[src/rtl/cypher_transmitter.sv]
// rtl/cypher_transmitter.sv - nibble-link frame generator (16-bit cypher + 8-bit payload)
//
// Purpose: on an accepted request, serialises {cypher, data_in} as six nibbles,
// most significant first, each with a one-cycle write strobe. After the last
// nibble, the block can insert an optional idle gap before it accepts the next request.
//
// Ports:
//   clock       in   single clock, rising edge
//   reset       in   synchronous, active-high
//   cypher      in   16-bit cypher word, sampled at accept
//   data_in     in   8-bit payload, sampled at accept
//   send        in   request; accepted when send=1 and ready=1
//   hold        in   stall; freezes nibble emission while high
//   ready       out  a new request can be accepted
//   busy        out  frame or gap in progress (complement of ready)
//   nibble_out  out  current nibble, valid while write=1
//   write       out  one-cycle strobe per emitted nibble
//   done        out  pulse coinciding with the last payload nibble
module cypher_transmitter #(
    parameter int GAP_CYCLES = 0
) (
    input  logic        clock,
    input  logic        reset,
    input  logic [15:0] cypher,
    input  logic [7:0]  data_in,
    input  logic        send,
    input  logic        hold,
    output logic        ready,
    output logic        busy,
    output logic [3:0]  nibble_out,
    output logic        write,
    output logic        done
);

    typedef enum logic [1:0] {
        IDLE = 2'd0,
        TX   = 2'd1,
        GAP  = 2'd2
    } state_t;

    localparam logic [3:0] GAP_INIT = 4'(GAP_CYCLES);

    state_t      state;
    logic [23:0] frame;    // shifted left as nibbles go out; top nibble is next
    logic [2:0]  ptr;      // index of the next nibble to emit (0..5)
    logic [3:0]  gap_cnt;

    always_ff @(posedge clock) begin
        if (reset) begin
            state      <= IDLE;
            frame      <= '0;
            ptr        <= '0;
            gap_cnt    <= '0;
            nibble_out <= '0;
            write      <= 1'b0;
            ready      <= 1'b1;
            busy       <= 1'b0;
            done       <= 1'b0;
        end else begin
            case (state)
                IDLE: begin
                    write <= 1'b0;
                    done  <= 1'b0;
                    if (send && ready) begin
                        frame <= {cypher, data_in};
                        ptr   <= '0;
                        busy  <= 1'b1;
                        ready <= 1'b0;
                        state <= TX;
                    end
                end

                TX: begin
                    if (hold) begin
                        write <= 1'b0;
                        done  <= 1'b0;
                    end else begin
                        write      <= 1'b1;
                        nibble_out <= frame[23:20];
                        frame      <= {frame[19:0], 4'h0};
                        if (ptr == 3'd5) begin
                            done <= 1'b1;
                            ptr  <= '0;
                            if (GAP_CYCLES == 0) begin
                                // ready returns alongside the last nibble
                                ready <= 1'b1;
                                busy  <= 1'b0;
                                state <= IDLE;
                            end else begin
                                gap_cnt <= GAP_INIT;
                                state   <= GAP;
                            end
                        end else begin
                            done <= 1'b0;
                            ptr  <= ptr + 3'd1;
                        end
                    end
                end

                GAP: begin
                    // hold deliberately has no effect here
                    write <= 1'b0;
                    done  <= 1'b0;
                    if (gap_cnt == 4'd1) begin
                        gap_cnt <= '0;
                        ready   <= 1'b1;
                        busy    <= 1'b0;
                        state   <= IDLE;
                    end else begin
                        gap_cnt <= gap_cnt - 4'd1;
                    end
                end

                default: begin
                    state <= IDLE;
                    write <= 1'b0;
                    done  <= 1'b0;
                    ready <= 1'b1;
                    busy  <= 1'b0;
                end
            endcase
        end
    end

endmodule

[config.mk]
export PLATFORM = sky130hd
export DESIGN_NAME = cypher_transmitter
export DESIGN_NICKNAME = d
export VERILOG_FILES = /design/src/rtl/cypher_transmitter.sv
export SDC_FILE = /design/constraint.sdc
export NUM_CORES = 1
export LEC_CHECK = 0
export BUFFER_PORTS_ARGS = -buffer_cell sky130_fd_sc_hd__buf_2
export CORE_MARGIN = 10
export CORE_UTILIZATION = 30
export CTS_BUF_LIST = sky130_fd_sc_hd__clkbuf_4 sky130_fd_sc_hd__clkbuf_8 sky130_fd_sc_hd__clkbuf_16
export CTS_CLUSTER_DIAMETER = 60
export DETAILED_ROUTE_END_ITERATION = 16
export GPL_TIMING_DRIVEN = 0
export PLACE_DENSITY = 0.59
export SLEW_MARGIN = 10
export SYNTH_ARGS = -nofsm -noshare
export SYNTH_HDL_FRONTEND = slang
export SYNTH_SLANG_ARGS = --single-unit
[constraint.sdc]
create_clock -name clock -period 1.3 [get_ports clock]
set_input_delay 0.13 -clock clock [delete_from_list [all_inputs] [get_ports clock]]
set_output_delay 0.13 -clock clock [all_outputs]
set_load 0.01 [all_outputs]
==> impl_metrics.yaml <==
critical_path:
  start_kind: "flip-flop"
  end_kind: "flip-flop"
  cp.arrival_ps: 1380
  critical_path_required_ps: 1450
  crit_fanout: 10
  path_class: "reg2reg"
detailed_routing:
  drt_iter0_markers: 66
  vias_per_cell: 4.82
  wl_per_cell_um: 15.2
  wl_um: 4200
  drc_errors: 0
  via_count: 1334
  antenna_left: 0
  drt_first_pass_iters: 4
timing:
  setup_viol: 0
  slew_headroom: 0.506
  fin_skew_ps: 8.29
  finalHoldViolations: 0
  fin_crit_sh: 0.946
  setup_ws_ps: 70.3
  report.final.slew_viol_count: 0
  rsz0062_at_grt: "false"
  clock.fmax_ghz: 0.813
  worst_pin_slew_ps: 741
  min_period_ps: 1230
clock_network:
  cts.sinks: 35
  clockBufferDepth: 2
  cts_buffers: 5
  cts.clk_slew.worst_paths_ps: 70
  cts_tree: "done"
  h-tree-depth: 2
  cts-root-buf: "clkbuf_8"
  clk_latency_ps: 300
min_path:
  hold_class: "in2reg"
pwr:
  ir_drop_mv: 0.542
  power.leakage_nw: 0.816
  p_per_area_nw_per_um2: 1320
yosys:
  syn_area_um2: 1750
  ys_seq_area_frac: 0.400
  syn_nets: 189
  ys.warnings.count: 0
  synthSimpleGateAreaFrac: 0.219
  synth_cell_types: 23
  synthCells: 161
  muxShareOfSynthArea: 0.114
  synth_top_family_by_area: "simple AND/OR/NAND/NOR gates"
  synth-compound-area-share: 0.184
  synthAdderAreaFrac: 0
  synth-xor-area-share: 0
  synth_area_per_cell_um2: 10.9
  synth-seq-cells: 35
placement:
  dp_slack_ps: -47.6
  gp_congestion: 0.712
  hpwl_um: 3050
  port_buffers: 34
  dp.cells: 267
cells_and_area:
  instances_no_fill: 277
  antennaDiodeCount: 0
  multi_input_area_um2: 907
  syn_to_final_growth_pct: 23.5
  regArea_um2: 703
  nets: 232
  fillCellCount: 580
  drive_above_1_share: 0.478
global_route:
  grt_start_max_net_pins: 12
  grt_pass1_wl_um: 6980
  antenna_found_initial: 0
  grt_use_total: 0.0976
  grt_pass1_vias: 1443
  overflow: 0
die:
  coreArea_um2: 5570
  num_io_pins: 36
  start_util: 0.314
  die_h_um: 96.4
  std_cell_rows: 27
  die_area_um2: 9290
  die_x_um: 96.4
outcome:
  status: "finished, final reports clean"
flow_run:
  max_cap_violations: 0
-- through the flow --
stage | power (W) | hold slack (ps) | cell area (um2) | utilization | setup TNS [ps]
after detailed placement | 0.00184 | 378 | 2010 | 0.361 | -101
after global routing | 0.00300 | 80.1 | 2160 | 0.388 | 0
final | 0.00286 | 70.5 | 2160 | 0.388 | 0
after global placement | 0.00184 | 378 | 2010 | 0.361 | -123
after CTS | 0.00289 | 61.9 | 2140 | 0.383 | 0
after floorplan | 0.00170 | 266 | 1750 | - | 0
-- worst paths after layout --
kind	startpoint	end	slack, ps	depth (start not counted)
worst max-delay path	busy	frame[22]	70	5
worst max register to register	busy	frame[22]	70	5
worst min register to register	nibble_out[3]	nibble_out[3]	460	2
worst min-delay path	data_in[0]	frame[0]	70	3
-- layer usage --
| metal | vias to the layer above | share of wire | global-route usage |
|---|---|---|---|
| met5 | - | 0 | 0 |
| li1 | 672 | - | - |
| met3 | 9 | 0.076 | 0.0439 |
| met1 | 629 | 0.45 | 0.113 |
| met2 | 24 | 0.46 | 0.152 |
| met4 | 0 | 0.015 | 0.0436 |
-- repair_timing --
| item | in CTS | in global routing |
|---|---|---|
| cloned | 0 | 0 |
| buffers inserted | 0 | 2 |
| hold buffers | 0 | 0 |
| pin swaps | 0 | 0 |
| resized for setup | 3 | 4 |
| endpoints found under the setup margin | 11 | 19 |
-- cell usage after synthesis (all sizes together) --
| master | count | area (um2) |
|---|---|---|
| dfxtp | 35 | 701 |
| nor3 | 22 | 190 |
| a211oi | 20 | 250 |
| mux2i | 20 | 200 |
| nand2 | 14 | 55.1 |
| buf | 13 | 131 |
| a21oi | 10 | 50.1 |
| nand3 | 8 | 40.0 |
| nand3b | 5 | 50.1 |
| clkbuf | 3 | 11.3 |
| nand2b | 3 | 18.8 |
| a31oi | 2 | 12.5 |
| nor2 | 2 | 7.51 |
| a211o | 1 | 10.0 |
| and3b | 1 | 8.76 |
| nor2b | 1 | 6.26 |
| nor3b | 1 | 7.51 |
-- cell usage in the layout, fill, tap and decap left out, drive strengths merged --
cell type	instances
nor3b	1
nand2	14
clkinv	1
bufinv	1
nand3b	5
dfxtp	35
clkbuf	10
mux2i	20
a31oi	2
a211o	1
nor2	2
buf	48
nor3	22
a211oi	20
a21oi	10
and3b	1
nand3	8
nand2b	3
nor2b	1
-- critical path: stages (launching register included) --
cell      delay (ps)
dfxtp_2          370
and3b_1          190
buf_6            140
buf_12           140
nor3_2           180
a211oi_2          60
-- where the power goes --
part | switching [W] | internal [W] | total (W)
Clock | 0.000408 | 0.000620 | 0.00103
Combinational | 0.000297 | 0.000299 | 0.000596
Sequential | 0.0000653 | 0.00117 | 0.00123
-- cells by family after synthesis --
logic type	after synthesis
AO/OA/AOI/OAI	33
buffers and inverters	16
flip-flops	35
multiplexers	20
AND/OR/NAND/NOR	57
-- sequential cells by signal, summed over array words and instances (netlist names) --
name / count
frame: 24
nibble_out: 4
ptr: 3
busy: 1
done: 1
ready: 1
write: 1
-- area by class of cell --
| cell class | instances | share of cell area |
|---|---|---|
| Tap cell | 72 | 0.0417 |
| Timing Repair Buffer | 36 | 0.0856 |
| Buffer | 16 | 0.0735 |
| Clock inverter | 2 | 0.0162 |
| Multi-Input combinational cell | 110 | 0.420 |
| Clock buffer | 6 | 0.0382 |
| Sequential cell | 35 | 0.325 |
Note: power is estimated with default switching activity, not from simulation.
